==> src/rtl/axi_burst_req.sv <==
`default_nettype none
// ============================================================================
//  Module      : axi_burst_req
//  Description : AXI4 master address-channel burst generator. Splits one
//                transfer request into INCR bursts capped at 256 beats that
//                never cross a 4KB boundary. Drives an AR or AW channel.
//  Revision    : 1.0 - initial release
// ============================================================================
module axi_burst_req #(
  parameter int AW = 32,
  parameter int DW = 32,
  parameter int LW = 16
) (
  input  logic          i_clk,
  input  logic          i_rst,
  input  logic          i_req_valid,
  output logic          o_req_ready,
  input  logic [AW-1:0] i_req_addr,
  input  logic [LW-1:0] i_req_beats,
  output logic          o_ax_valid,
  input  logic          i_ax_ready,
  output logic [AW-1:0] o_ax_addr,
  output logic [7:0]    o_ax_len,
  output logic [2:0]    o_ax_size,
  output logic [1:0]    o_ax_burst,
  output logic          o_busy,
  output logic          o_done
);

  localparam int DSZ = $clog2(DW / 8);
  // Common width for the three-way minimum (remaining, 256, 4KB room).
  localparam int CW  = (LW > 13) ? LW : 13;
  localparam logic [AW-1:0] c_align_mask = {AW{1'b1}} << DSZ;
  localparam logic [CW-1:0] c_max_beats  = CW'(9'd256);

  typedef enum logic [1:0] {
    S_IDLE  = 2'd0,
    S_CALC  = 2'd1,
    S_ISSUE = 2'd2
  } state_t;

  state_t        r_state;
  state_t        w_state_nxt;

  logic [AW-1:0] r_addr;
  logic [LW-1:0] r_rem;
  logic [8:0]    r_chunk;
  logic          r_ax_valid;
  logic [AW-1:0] r_ax_addr;
  logic [7:0]    r_ax_len;
  logic          r_done;

  logic          w_req_ready;
  logic          w_accept;
  logic          w_hs;
  logic          w_last;
  logic [12:0]   w_b4k;
  logic [CW-1:0] w_rem_x;
  logic [CW-1:0] w_b4k_x;
  logic [CW-1:0] w_min1;
  logic [CW-1:0] w_min2;
  logic [8:0]    w_chunk;

  // Ready is masked by reset so nothing can be accepted while held in reset.
  assign w_req_ready = (r_state == S_IDLE) && !i_rst;
  assign w_accept    = i_req_valid && w_req_ready;
  assign w_hs        = (r_state == S_ISSUE) && r_ax_valid && i_ax_ready;
  assign w_last      = (r_rem == LW'(r_chunk));

  // Beats left before the next 4KB page; always >= 1 since addr[11:0] < 4096.
  assign w_b4k   = (13'h1000 - {1'b0, r_addr[11:0]}) >> DSZ;
  assign w_rem_x = CW'(r_rem);
  assign w_b4k_x = CW'(w_b4k);
  assign w_min1  = (w_rem_x < w_b4k_x) ? w_rem_x : w_b4k_x;
  assign w_min2  = (w_min1 < c_max_beats) ? w_min1 : c_max_beats;
  assign w_chunk = w_min2[8:0];

  assign o_req_ready = w_req_ready;
  assign o_ax_valid  = r_ax_valid;
  assign o_ax_addr   = r_ax_addr;
  assign o_ax_len    = r_ax_len;
  assign o_ax_size   = 3'(DSZ);
  assign o_ax_burst  = 2'b01;
  assign o_busy      = (r_state != S_IDLE);
  assign o_done      = r_done;

  // State register.
  always_ff @(posedge i_clk) begin
    if (i_rst) begin
      r_state <= S_IDLE;
    end else begin
      r_state <= w_state_nxt;
    end
  end

  // Next-state decode: zero-beat requests never leave IDLE.
  always_comb begin
    w_state_nxt = r_state;
    case (r_state)
      S_IDLE:  if (w_accept && (i_req_beats != '0)) w_state_nxt = S_CALC;
      S_CALC:  w_state_nxt = S_ISSUE;
      S_ISSUE: if (w_hs) w_state_nxt = w_last ? S_IDLE : S_CALC;
      default: w_state_nxt = S_IDLE;
    endcase
  end

  // Request latch, burst sizing, channel registers and completion pulse.
  always_ff @(posedge i_clk) begin
    if (i_rst) begin
      r_addr     <= '0;
      r_rem      <= '0;
      r_chunk    <= '0;
      r_ax_valid <= 1'b0;
      r_ax_addr  <= '0;
      r_ax_len   <= '0;
      r_done     <= 1'b0;
    end else begin
      r_done <= 1'b0;
      case (r_state)
        S_IDLE: begin
          if (w_accept) begin
            r_addr <= i_req_addr & c_align_mask;
            r_rem  <= i_req_beats;
            if (i_req_beats == '0) r_done <= 1'b1;
          end
        end
        S_CALC: begin
          r_chunk    <= w_chunk;
          r_ax_addr  <= r_addr;
          r_ax_len   <= 8'(w_chunk - 9'd1);
          r_ax_valid <= 1'b1;
        end
        S_ISSUE: begin
          if (w_hs) begin
            r_ax_valid <= 1'b0;
            r_addr     <= r_addr + (AW'(r_chunk) << DSZ);
            r_rem      <= r_rem - LW'(r_chunk);
            if (w_last) r_done <= 1'b1;
          end
        end
        default: ;
      endcase
    end
  end

endmodule
`default_nettype wire
==> config.mk <==
export PLATFORM = sky130hd
export DESIGN_NAME = axi_burst_req
export DESIGN_NICKNAME = d
export VERILOG_FILES = /design/src/rtl/axi_burst_req.sv
export SDC_FILE = /design/constraint.sdc
export NUM_CORES = 1
export LEC_CHECK = 0
export BUFFER_PORTS_ARGS = -buffer_cell sky130_fd_sc_hd__buf_2
export CAP_MARGIN = 20
export CORE_MARGIN = 8
export CORE_UTILIZATION = 50
export DETAILED_ROUTE_END_ITERATION = 16
export GPL_ROUTABILITY_DRIVEN = 0
export PLACE_DENSITY_LB_ADDON = 0.05
export SYNTH_ARGS = -nofsm -noshare
export SYNTH_HDL_FRONTEND = slang
export SYNTH_SLANG_ARGS = --single-unit
==> constraint.sdc <==
create_clock -name i_clk -period 4.2 [get_ports i_clk]
set_input_delay 0.42 -clock i_clk [delete_from_list [all_inputs] [get_ports i_clk]]
set_output_delay 0.42 -clock i_clk [all_outputs]
set_load 0.01 [all_outputs]
---- After elaboration in Yosys (flattened, before gate mapping) ----
Cells that the tools add are included.
storage, ports and cells
  register bits ........................... 101
  output and inout port bits .............. 49
  word-level logic and storage cells ...... 54
cells by class
  add/sub/neg operators ................... 4
  $lt $le $gt $ge ......................... 2
  equality and inequality tests ........... 6
  multiplexer cells ....................... 19
  reductions and logical operators ........ 15
operators with widths
  kind                                                                   number
  32-bit 2-to-1 mux                                                      2
  32-bit case mux with 2 select lines                                    1
  16-bit 2-to-1 mux                                                      3
  32-bit by 11-bit adder with 32-bit output                              1
  16-bit case mux with 2 select lines                                    1
  16-bit by 9-bit == test with 1-bit output                              1
  16-bit logical NOT                                                     1
  16-bit by 11-bit < comparator with 1-bit output                        1
  16-bit by 9-bit < comparator with 1-bit output, second input constant  1
  16-bit nonzero test                                                    1
  16-bit by 9-bit subtractor with 16-bit output                          1
  13-bit by 12-bit subtractor with 13-bit output, first input constant   1
  9-bit 2-to-1 mux                                                       1
  8-bit by 1-bit subtractor with 8-bit output, second input constant     1
  1-bit 2-to-1 mux                                                       6
  2-bit case mux with 3 select lines                                     1
  2-bit nonzero test                                                     3
  1-bit logical AND                                                      5
  2-bit 2-to-1 mux                                                       2
  2-bit inequality test, second input constant                           2
  1-bit case mux with 2 select lines                                     2
  2-bit AND reduction                                                    2
  3-bit AND reduction                                                    1
  2-bit by 1-bit == test with 1-bit output, second input constant        1
  other kinds (4)                                                        4

---- Longest topological paths before layout ----
Gate-level depths: netlist (run 1).
  depth after elaboration ................. 6
  mapped depth ............................ 18
  mapped depth without buffers ............ 16

---- Least setup slack after synthesis (run 1) ----
Ideal clock, no wire load.
  path type ............................... flip-flop to flip-flop
  from .................................... register r_addr[2]
  to ...................................... register r_ax_len[6], in the netlist o_ax_len[6]
  setup time .............................. 117 ps
  arrival time ............................ 3610 ps
  slack ................................... 473 ps
  cell stages (with the launch flop) ...... 18
  path buffers ............................ 2
  cell sequence ........................... dfxtp_1 buf_6 or4_4 nor2_1 xnor2_1 inv_1 ha_1 a211oi_1 nor2_1 a2111oi_4 o311ai_4 buf_2 nor4_1 a41oi_1 ha_1 nand3b_1 mux2i_1 nand2_1
on the way
  longest elaborated chain between the ends .. 6
ends and longest elaborated chain
  item                                              RTL line  text
  from (decl)                                       45        logic [AW-1:0] r_addr;
  from (signal assigned)                            122       r_addr <= i_req_addr & c_align_mask;
  from (signal assigned)                            136       r_addr <= r_addr + (AW'(r_chunk) << DSZ);
  13-bit by 12-bit subtractor with 13-bit output *  71        assign w_b4k = (13'h1000 - {1'b0, r_addr[11:0]}) >> DSZ;
  16-bit by 11-bit < comparator with 1-bit output   74        assign w_min1 = (w_rem_x < w_b4k_x) ? w_rem_x : w_b4k_x;
  16-bit 2-to-1 mux *                               74
  16-bit by 9-bit < comparator with 1-bit output    75        assign w_min2 = (w_min1 < c_max_beats) ? w_min1 : c_max_beats;
  9-bit 2-to-1 mux *                                75
  8-bit by 1-bit subtractor with 8-bit output *     130       r_ax_len <= 8'(w_chunk - 9'd1);
  to (signal assigned)                              130
  to (decl)                                         50        logic [7:0] r_ax_len;
Mark *: on every way between the ends. The rest lies on a longest branch, timed or not.
A chain may end at the register's enable or synchronous reset.

---- Worst setup path after layout (run 1) ----
  from .................................... register r_addr[3]
  to ...................................... register r_ax_len[6], in the netlist o_ax_len[6]
The elaborated chain is that of the path after synthesis.

==> Flow_metrics.wiki, run 1 <==
{| class="wikitable"
! Metric !! Value
|-
| Number of synthesized register bits || 97
|-
| Num CTS Buffers || 9
|-
| Crit path max fanout || 7
|-
| Worst setup slack for register-to-register paths || 330 ps
|-
| Asr flop ratio synth || 0%
|-
| Count of H-tree levels built during CTS || 3
|-
| Via count of the first global-routing pass || between 5k and 6k
|-
| Worst-case clock buffer depth || 2
|-
| DRC Markers || 0
|-
| Top_reg_cell synth || dfxtp_1
|-
| Synth Warn # || 0
|-
| Worst setup path endpoint || o_ax_len[6]
|-
| Post-route cell area || around 7000 um2
|-
| Endpoint of the worst register-to-register path || o_ax_len[6]
|-
| Final nets || about 930
|-
| Width of the die || about 130 um
|-
| Classification of the worst setup path || flip-flop to flip-flop
|-
| CTS root buf || clkbuf_16
|-
| Count of flip-flops with a built-in enable after synthesis || 0
|-
| Static Leak || around 2.8 nW
|-
| Maximum achievable frequency || ~260 MHz
|-
| Total routed wirelength || ~18000 um
|-
| Max-Cap Viols || 0
|-
| Number of detailed-routing iterations run before antenna repair || 5
|-
| TritonCTS clock tree || built
|-
| Number of antenna violations at the first check in global routing || 0
|-
| Period minus WS final || roughly 3900 ps
|-
| Worst-case setup slack after placement || 237 ps
|-
| Worst rel slew slack || between 20% and 30%
|-
| Power density of the placed cells || ~380 nW/um2
|-
| Boundary pin count || 101
|-
| Netlist cell types || 73
|-
| Detailed-route vias per instance || ~6
|-
| Worst ir drop on vdd || around 0.22 mV
|-
| Run status || complete, no violations
|-
| Total congestion overflow after global routing || 0
|-
| Vert. Die Dim || ~130 um
|-
| Maximum number of pins on one net before global-route repair || a little over 100
|-
| Number of hold-slack violations in the final timing report || 0
|-
| Initial Utilization || between 50% and 60%
|-
| Share of the yosys chip area belonging to registers || between 30% and 40%
|-
| Total die area || about 16000 um2
|-
| Hold buffer count at CTS || 0
|-
| Clk sink count || 97
|-
| Number of DRC violations after detailed-routing iteration 0 || 466
|-
| IO buf count || between 90 and 100
|-
| Share of layout cells above drive strength 1 || roughly 18%
|-
| Startpoint of the most critical register-to-register path || r_addr[3]
|-
| Post-synthesis cell area || ~6000 um2
|-
| Fin crit share || ~90%
|-
| Clock latency of the later-clocked register in the worst-skew pair || roughly 360 ps
|-
| First-pass GRT wire length || around 28000 um
|-
| Placed Instance Area || around 6500 um2
|-
| Post-synth top area cell || dfxtp_1
|-
| Top area cells in the synthesized netlist || dfxtp_1, nand2_1, ha_1, nor2_1, a21oi_1
|-
| Crit path launch type || flip-flop
|-
| Worst reg2reg path depth || 16
|-
| Crit end category || flip-flop
|-
| Clock-pin slew on the worst setup and hold paths || roughly 70 ps
|-
| Worst min path class || input pin to flip-flop
|-
| Overall track demand over capacity in global routing || 21.8%
|-
| Final number of setup-violating endpoints || 0
|-
| Required time of the worst setup path || 4450 ps
|-
| Growth of design area from synthesis to finish || 15.9%
|-
| Maximum clock skew at final layout || about 12 ps
|-
| Detail Route Antenna Nets || 0
|-
| Number of rows created at floorplan || 40
|-
| Antenna diode count || 0
|-
| Gate Count Post-Synth || 780
|-
| Core area || 11800 um2
|-
| Proportion of netlist area held by the largest area contributor || 32.6%
|-
| Launch point of the critical path || r_addr[3]
|-
| Final total negative setup slack || 0 ps
|-
| Final HPWL DP || approximately 13000 um
|-
| Total number of vias || 6003
|-
| Worst-Margin Slew || between 1000 and 1500 ps
|-
| Mean Syn Cell Area || ~7.6 um2
|-
| Worst endpoint data arrival time || 4120 ps
|-
| PnR Total Power || 2.61 mW
|-
| Setup repair after global routing missed its margin || false
|-
| Final number of max-transition violations || 0
|-
| Final setup margin || approximately 330 ps
|-
| Post-DR wirelength/cell || 17.8 um
|}
-- cells by family (layout without fill, tap and decap cells) --
kind of cell | Yosys count | count (layout) | synth area share [%]
XOR/XNOR | 17 | 17 | 2.50
AO/OA/AOI/OAI | 214 | 215 | 25.1
buffers and inverters | 85 | 153 | 5.98
flip-flops | 97 | 97 | 32.6
other | 2 | 7 | 0.126
multiplexers | 9 | 9 | 1.60
AND/OR/NAND/NOR | 324 | 324 | 25.1
adder cells (fa/ha/maj) | 32 | 32 | 6.97
-- worst max-delay path, stage by stage (launching register included) --
cell       delay, ps
dfxtp_1          370
inv_1            160
ha_1             220
or3b_1           420
nor3_2           180
xor2_1           230
ha_1             280
nand4_1          100
nor2_1            80
a2111oi_4        420
o311ai_4         200
buf_4            230
a41oi_1          260
ha_2             270
nand3b_1         120
mux2i_1          180
nand2_1           60
-- per-stage QoR --
| stage | hold slack (ps) | instances | utilization, % |
|---|---|---|---|
| after floorplan | 441 | 785 | - |
| after global placement | 441 | 978 | 55.0 |
| after detailed placement | 444 | 978 | 55.0 |
| after CTS | 265 | 994 | 57.7 |
| after global routing | 280 | 1001 | 58.5 |
| final | 273 | 1001 | 58.5 |
-- worst min path at each step --
stage,start,end,cells past startpoint
finish,i_rst,o_ax_valid,2
global route,i_rst,o_ax_valid,2
CTS,i_rst,o_ax_valid,2
detailed placement,o_ax_addr[6],o_ax_addr[6],2
global placement,o_ax_addr[19],o_ax_addr[19],2
floorplan,r_addr[26],o_ax_addr[26],2
-- state kept, by name, indices dropped and copies added, names as in the netlist --
signal      count
o_ax_addr      30
r_addr         30
r_rem          16
r_chunk         9
o_ax_len        8
r_state         2
o_ax_valid      1
o_done          1
-- cell usage after synthesis, drive strengths merged, types with 4 or more instances --
library cell,count
o31ai,7
nand2b,6
a22oi,4
nand4,7
dfxtp,97
nand3,15
buf,20
xnor2,12
clkbuf,40
xor2,5
inv,25
a21o,8
a311oi,12
nor4,17
nand2,120
o211ai,4
a211oi,42
a31oi,4
nor2,89
nor2b,12
a21oi,63
nor3,29
o21bai,5
mux2i,8
ha,30
nand3b,5
a41oi,4
and3,6
or3,4
and2,4
o21ai,30
-- routing by layer --
metal,GRT usage (%),up-vias,wire (um)
li1,-,2932,-
met1,25.9,2841,7660
met2,37.5,195,8690
met3,4.80,35,1050
met4,8.67,0,428
met5,0,-,0
-- final cells by class --
type	count	area, um2
clock buffer	10	229
clock inverter	6	90.1
fill	1118	4910
inverter	25	93.8
multi-input combinational	604	3730
sequential	97	1940
tap	147	184
timing repair buffer	112	633
-- cell usage in the layout (no fill, tap or decap), drive strengths merged, types with 15 or more instances in the layout --
| cell | synthesis | layout |
|---|---|---|
| nand2 | 120 | 120 |
| buf | 20 | 112 |
| dfxtp | 97 | 97 |
| nor2 | 89 | 89 |
| a21oi | 63 | 63 |
| a211oi | 42 | 42 |
| ha | 30 | 30 |
| o21ai | 30 | 30 |
| nor3 | 29 | 29 |
| inv | 25 | 26 |
| nor4 | 17 | 17 |
| nand3 | 15 | 15 |
-- power breakdown --
group	total (mW)	leakage [nW]	internal, mW	switching (mW)
combinational	0.669	1.82	0.279	0.390
clock	0.902	0.153	0.525	0.378
sequential	1.04	0.791	0.972	0.0677
total	2.61	2.76	1.78	0.835
-- timing repair --
| item | CTS | global route |
|---|---|---|
| buffers inserted | 0 | 5 |
| gates resized for setup | 0 | 3 |
| setup endpoints to repair | 0 | 6 |
Note: power is estimated with default switching activity, not from simulation.
==> inputs of run 2 (changes only) <==
CELL_PAD_IN_SITES_DETAIL_PLACEMENT = 1   (was unset)
CELL_PAD_IN_SITES_GLOBAL_PLACEMENT = 2   (was unset)
CORE_UTILIZATION = 33   (was 50)
MAX_ROUTING_LAYER = met4   (was unset)
==> run 2 against run 1 <==
  * First-iteration DRC count fell by 20%
  * Clock power down 6.8%
  * Final cell count increased by 8.6%
  * Critical path depth unchanged
  * Flip-flop and latch count unchanged
  * Global-route usage decreased by 2.9 points
  * Critical path type unchanged
  * Largest power group unchanged
==> Flow_metrics.wiki, run 2 (synthesis results as in run 1) <==
{| class="wikitable"
! Metric !! Value
|-
| Total die area || ~23000 um2
|-
| Count of H-tree levels built during CTS || 3
|-
| Clock-pin slew on the worst setup and hold paths || around 80 ps
|-
| Launch point of the critical path || r_addr[3]
|-
| Growth of design area from synthesis to finish || 17.7%
|-
| Endpoint of the worst register-to-register path || r_chunk[7]
|-
| Core area || approximately 18000 um2
|-
| Number of hold-slack violations in the final timing report || 0
|-
| Total congestion overflow after global routing || 0
|-
| Final HPWL DP || 15200 um
|-
| Fin crit share || a little over nine tenths
|-
| Worst path top cell family by delay || simple AND/OR/NAND/NOR gates
|-
| Final number of setup-violating endpoints || 0
|-
| Most common cell after layout, fill and taps aside || nand2_1
|-
| FILL cells || 2207
|-
| Combinational cell fraction of total power || between 20% and 30%
|-
| Maximum number of pins on one net before global-route repair || 77
|-
| Final nets || 937
|-
| Levels on crit path || 16
|-
| CTS root buf || clkbuf_16
|-
| Period minus WS final || 3970 ps
|-
| Slowest cell delay on critical path || ~450 ps
|-
| Internal power summed over all cells || around 1.7 mW
|-
| Commonest cells after routing, fill and taps aside || nand2_1, dfxtp_1, buf_2
|-
| Via count of the first global-routing pass || ~6.3k
|-
| Antenna diode count || 0
|-
| Count of non-filler cells in the finished layout || between 1k and 1.5k
|-
| Crit path launch type || flip-flop
|-
| Total number of vias || about 6k
|-
| Boundary pin count || a little over 100
|-
| Initial Utilization || between 30% and 40%
|-
| DRC Markers || 0
|-
| Worst ir drop on vdd || approximately 0.20 mV
|-
| Number of detailed-routing iterations run before antenna repair || 4
|-
| Worst-Margin Slew || 1290 ps
|-
| Detailed-route vias per instance || 5.53
|-
| Max-Cap Viols || 0
|-
| Vert. Die Dim || roughly 150 um
|-
| Post-DR wirelength/cell || ~19 um
|-
| First-pass GRT wire length || 33100 um
|-
| Width of the die || between 150 and 200 um
|-
| Worst Path Buf+Inv || 4
|-
| Worst setup path endpoint || r_chunk[7]
|-
| Clk sink count || a little under 100
|-
| Number of DRC violations after detailed-routing iteration 0 || approximately 370
|-
| Hold Path Stages || 3
|-
| Worst endpoint data arrival time || 4240 ps
|-
| Final number of max-transition violations || 0
|-
| Num CTS Buffers || 9
|-
| Classification of the worst setup path || flip-flop to flip-flop
|-
| Library cell appearing most often on the critical path || buf_4
|-
| TritonCTS clock tree || built
|-
| Chain of cells forming the critical path || inv_2 -> ha_1 -> or3b_4 -> nor3_2 -> xor2_1 -> ha_1 -> nand4_1 -> nor2_1 -> a2111oi_4 -> buf_4 -> o311ai_2 -> buf_4 -> buf_4 -> mux2i_1 -> nor2_1 -> a211oi_1
|-
| Required time of the worst setup path || roughly 4500 ps
|-
| Final hold slack || about 340 ps
|-
| Total routed wirelength || roughly 21000 um
|-
| Worst setup slack for register-to-register paths || 230 ps
|-
| Number of rows created at floorplan || between 40 and 50
|-
| Crit end category || flip-flop
|-
| Worst min path class || input pin to flip-flop
|-
| Startpoint of the most critical register-to-register path || r_addr[3]
|-
| Maximum achievable frequency || between 200 and 300 MHz
|-
| Worst reg2reg path depth || 16
|-
| Run status || complete, no violations
|-
| Net Switching || 0.906 mW
|-
| Share of layout cells above drive strength 1 || between 10% and 20%
|-
| Crit path max fanout || 7
|-
| Share of power burned in registers || 40.4%
|-
| Number of antenna violations at the first check in global routing || 0
|-
| Static Leak || 2.77 nW
|-
| Worst-case clock buffer depth || 2
|-
| Clock network fraction of total power || about 33%
|-
| Master of the slowest instance on the critical path || a2111oi_4
|-
| Detail Route Antenna Nets || 0
|-
| Maximum clock skew at final layout || slightly above 10 ps
|-
| Overall track demand over capacity in global routing || 18.9%
|-
| Clock latency of the later-clocked register in the worst-skew pair || between 300 and 400 ps
|-
| Power density of the placed cells || around 370 nW/um2
|-
| Switching fraction of total power || roughly a third
|-
| Hold buffer count at CTS || 0
|-
| Cells after DPL || between 1k and 1.5k
|-
| Worst rel slew slack || approximately an eighth
|-
| IO buf count || a little over 90
|}
-- run 2: cell types whose count changed in the layout (fill, tap and decap cells not counted), sizes merged --
cell | previous run | this run
clkinv | 2 | 1
bufinv | 2 | 0
clkinvlp | 1 | 2
buf | 112 | 116
clkbuf | 10 | 9
inv | 26 | 29
-- run 2: per-layer routing --
| metal | share of wire (%) | up-vias | global-route usage, % |
|---|---|---|---|
| met3 | 1.9 | 30 | 1.83 |
| met2 | 49 | 84 | 31.8 |
| met4 | 2.2 | 0 | 7.05 |
| met1 | 47 | 2959 | 23.1 |
| met5 | 0 | - | - |
| li1 | - | 2938 | - |
-- run 2: cell type report --
| class | instances | area [um2] | area share (%) |
|---|---|---|---|
| clock inverter | 7 | 61.3 | 0.874 |
| timing repair buffer | 116 | 669 | 9.55 |
| inverter | 25 | 93.8 | 1.34 |
| tap | 229 | 287 | 4.09 |
| clock buffer | 9 | 225 | 3.21 |
| sequential | 97 | 1940 | 27.7 |
| multi-input combinational | 604 | 3730 | 53.2 |
-- run 2: worst min path at each step --
stage	from	end
2_1_floorplan	r_addr[26]	o_ax_addr[26]
4_1_cts	i_req_addr[2]	r_addr[2]
3_3_place_gp	o_ax_addr[18]	o_ax_addr[18]
5_1_grt	i_req_addr[5]	r_addr[5]
3_5_place_dp	o_ax_addr[30]	o_ax_addr[30]
6_report	i_req_addr[5]	r_addr[5]
-- run 2: tightest hold or removal path: cells and delay by family --
family / cells / cell delay, ps
compound gates: 1 / 80
buf+inv: 1 / 100
simple gates: 1 / 50
-- run 2: stage by stage --
stage	total power [mW]	TNS (ps)	util [%]	setup WS (ps)	cell area [um2]
after floorplan	1.51	0	-	473	5980
after global placement	1.69	0	37.0	255	6610
after detailed placement	1.71	0	37.0	104	6610
after CTS	2.57	0	38.6	49.5	6890
after global routing	2.73	-3.36	39.3	-3.36	7010
final	2.58	0	39.3	234	7010
-- run 2: power by group through the flow --
stage | clock network, mW | logic [mW] | registers (mW)
4_1_cts | 0.869 | 0.654 | 1.04
3_5_place_dp | 0 | 0.650 | 1.06
5_1_grt | 0.908 | 0.772 | 1.05
2_1_floorplan | 0 | 0.475 | 1.04
3_3_place_gp | 0 | 0.632 | 1.06
6_report | 0.841 | 0.698 | 1.04
-- run 2: timing repair --
item / CTS / global route
resized for setup: 0 / 4
buffers inserted: 0 / 7
setup endpoints to repair: 0 / 6
==> inputs of run 3 (changes only) <==
PLACE_DENSITY = 0.84   (was unset)
PLACE_DENSITY_LB_ADDON = unset   (was 0.05)
==> run 3 against run 2 <==
  * Clock skew grew 6.0 ps
  * Setup slack gained 49 ps
  * Hold slack lost 3.6 ps
  * Power shrank 0.68%
  * Final cell count shrank 0.37%
  * Clock power grew 2%
  * Maximum frequency grew 1.2%
  * Sequential power is essentially flat
  * Core utilization shrank 0.23 points
  * Register-to-register slack gained 50 ps
  * Flip-flop and latch count is the same
  * Non-clock buffer count shrank 2
  * Critical path type unchanged
  * Largest power group unchanged
==> Flow_metrics.wiki, run 3 (synthesis results as in run 1) <==
{| class="wikitable"
! Metric !! Value
|-
| Run status || complete, no violations
|-
| Crit end category || flip-flop
|-
| Worst setup slack for register-to-register paths || 280 ps
|-
| Static Leak || between 2 and 3 nW
|-
| Detailed-route vias per instance || ~5.5
|-
| Overall track demand over capacity in global routing || 18.5%
|-
| Final HPWL DP || 14700 um
|-
| Met2 capacity usage during global routing || between 20% and 30%
|-
| Final number of max-transition violations || 0
|-
| Worst reg2reg path depth || 15
|-
| Number of DRC violations after detailed-routing iteration 0 || 315
|-
| Worst endpoint data arrival time || about 4200 ps
|-
| Total number of vias || about 5.9k
|-
| Share of layout cells above drive strength 1 || between 10% and 20%
|-
| Met3 demand-to-capacity share in global routing || between 2 and 2.5%
|-
| Total routed wirelength || between 20000 and 25000 um
|-
| FILL cells || approximately 2.3k
|-
| Total die area || approximately 23000 um2
|-
| Worst-case clock buffer depth || 2
|-
| Worst rel slew slack || a little under a third
|-
| Classification of the worst setup path || flip-flop to flip-flop
|-
| Maximum number of pins on one net before global-route repair || 71
|-
| TritonCTS clock tree || built
|-
| Hold Path Stages || 3
|-
| Startpoint of the most critical register-to-register path || r_addr[3]
|-
| Crit path max fanout || 8
|-
| First-pass GRT wire length || ~33000 um
|-
| Antenna diode count || 0
|-
| Num CTS Buffers || 9
|-
| Number of antenna violations at the first check in global routing || 0
|-
| Number of rows created at floorplan || 49
|-
| Endpoint of the worst register-to-register path || o_ax_len[3]
|-
| Period minus WS final || between 3000 and 4000 ps
|-
| Post-route cell area || 6970 um2
|-
| Core area || approximately 18000 um2
|-
| Worst-Margin Slew || a little over 1000 ps
|-
| Placed Instance Area || between 6000 and 7000 um2
|-
| Via count of the first global-routing pass || 6009
|-
| Maximum clock skew at final layout || about 16 ps
|-
| Width of the die || approximately 150 um
|-
| Top Usage Layer GRT || met2
|-
| Boundary pin count || just over 100
|-
| Final total negative setup slack || 0 ps
|-
| Clk sink count || slightly below 100
|-
| Detail Route Antenna Nets || 0
|-
| Clock-pin slew on the worst setup and hold paths || roughly 70 ps
|-
| Fin crit share || 93.3%
|-
| Hold path startpoint || i_req_addr[5]
|-
| Setup repair after global routing missed its margin || false
|-
| Most common cell after layout, fill and taps aside || nand2_1
|-
| IO buf count || ~90
|-
| Final nets || approximately 930
|-
| Number of hold-slack violations in the final timing report || 0
|-
| Power density of the placed cells || around 370 nW/um2
|-
| Max-Cap Viols || 0
|-
| Launch point of the critical path || r_addr[3]
|-
| Growth of design area from synthesis to finish || 17.0%
|-
| Fin util || 39.1%
|-
| Worst ir drop on vdd || 0.204 mV
|-
| Commonest cells after routing, fill and taps aside || nand2_1, dfxtp_1, buf_2
|-
| CTS root buf || clkbuf_16
|-
| Final hold slack || roughly 330 ps
|-
| Total congestion overflow after global routing || 0
|-
| Initial Utilization || about 33%
|-
| Clock latency of the later-clocked register in the worst-skew pair || between 300 and 400 ps
|-
| Required time of the worst setup path || around 4500 ps
|-
| Count of H-tree levels built during CTS || 3
|-
| Post-DR wirelength/cell || around 18 um
|-
| DRC Markers || 0
|-
| Final setup margin || roughly 280 ps
|-
| Final number of setup-violating endpoints || 0
|-
| Vert. Die Dim || roughly 150 um
|-
| Maximum achievable frequency || between 200 and 300 MHz
|-
| Hold EP || r_addr[5]
|-
| Worst-case setup slack after placement || approximately 95 ps
|-
| Crit path launch type || flip-flop
|-
| Number of detailed-routing iterations run before antenna repair || 4
|-
| Worst min path class || input pin to flip-flop
|-
| M1 GR Usage || 25.8%
|}
==> run 3: cell types whose count changed in the layout (fill, tap and decap cells not counted), sizes merged <==
cell      previous run  this run
buf                116       114
bufinv               0         1
clkbuf               9        10
clkinvlp             2         1
inv                 29        27
o311ai               4         3
==> run 3: worst max path at each step <==
| stage | endpoint | depth (start not counted) | slack, ps |
|---|---|---|---|
| after floorplan | o_ax_len[6] | 17 | 470 |
| after global placement | o_ax_len[6] | 16 | 200 |
| after detailed placement | o_ax_len[4] | 16 | 100 |
| after CTS | o_ax_len[4] | 16 | 60 |
| after global routing | o_ax_len[6] | 15 | 40 |
| final | o_ax_len[3] | 15 | 280 |
==> run 3: critical path: stages, from the launching register on <==
cell and delay, ps:
dfxtp_1 420, or4_4 590, nor2_1 130, xnor2_1 200, inv_1 80, ha_1 300, a211oi_1 230, nor2_1 120
a2111oi_4 370, o311ai_4 210, buf_4 260, buf_4 160, nand3_1 60, o21ai_0 230, xor2_1 220, a211oi_1 250
==> run 3: area by class of cell <==
class	instances	area [um2]	area share, %
timing repair buffer	114	631	9.05
inverter	25	93.8	1.35
sequential	97	1940	27.9
tap	229	287	4.11
multi-input combinational	603	3720	53.4
clock inverter	5	63.8	0.915
clock buffer	10	229	3.28
==> run 3: metal layers <==
layer,routed length [um],vias to the layer above
li1,-,2933
met1,10300,2893
met2,8820,90
met3,686,17
met4,239,0
met5,0,-
==> run 3: repair_timing <==
item,in CTS,in global routing
hold buffers,0,0
endpoints found under the setup margin,0,8
buffers inserted,0,2
gates resized for setup,0,6
==> run 3: where the power goes <==
part           total (mW)  switching (mW)  internal (mW)  leakage [nW]
registers            1.04          0.0659          0.972         0.791
logic               0.667           0.398          0.269          1.82
clock network       0.859           0.394          0.465         0.140
total                2.56           0.858           1.71          2.75
==> run 3: through the flow <==
| stage | power, mW | instances |
|---|---|---|
| floorplan | 1.51 | 785 |
| global placement | 1.70 | 1066 |
| detailed placement | 1.71 | 1066 |
| CTS | 2.57 | 1081 |
| global route | 2.70 | 1083 |
| finish | 2.56 | 1083 |
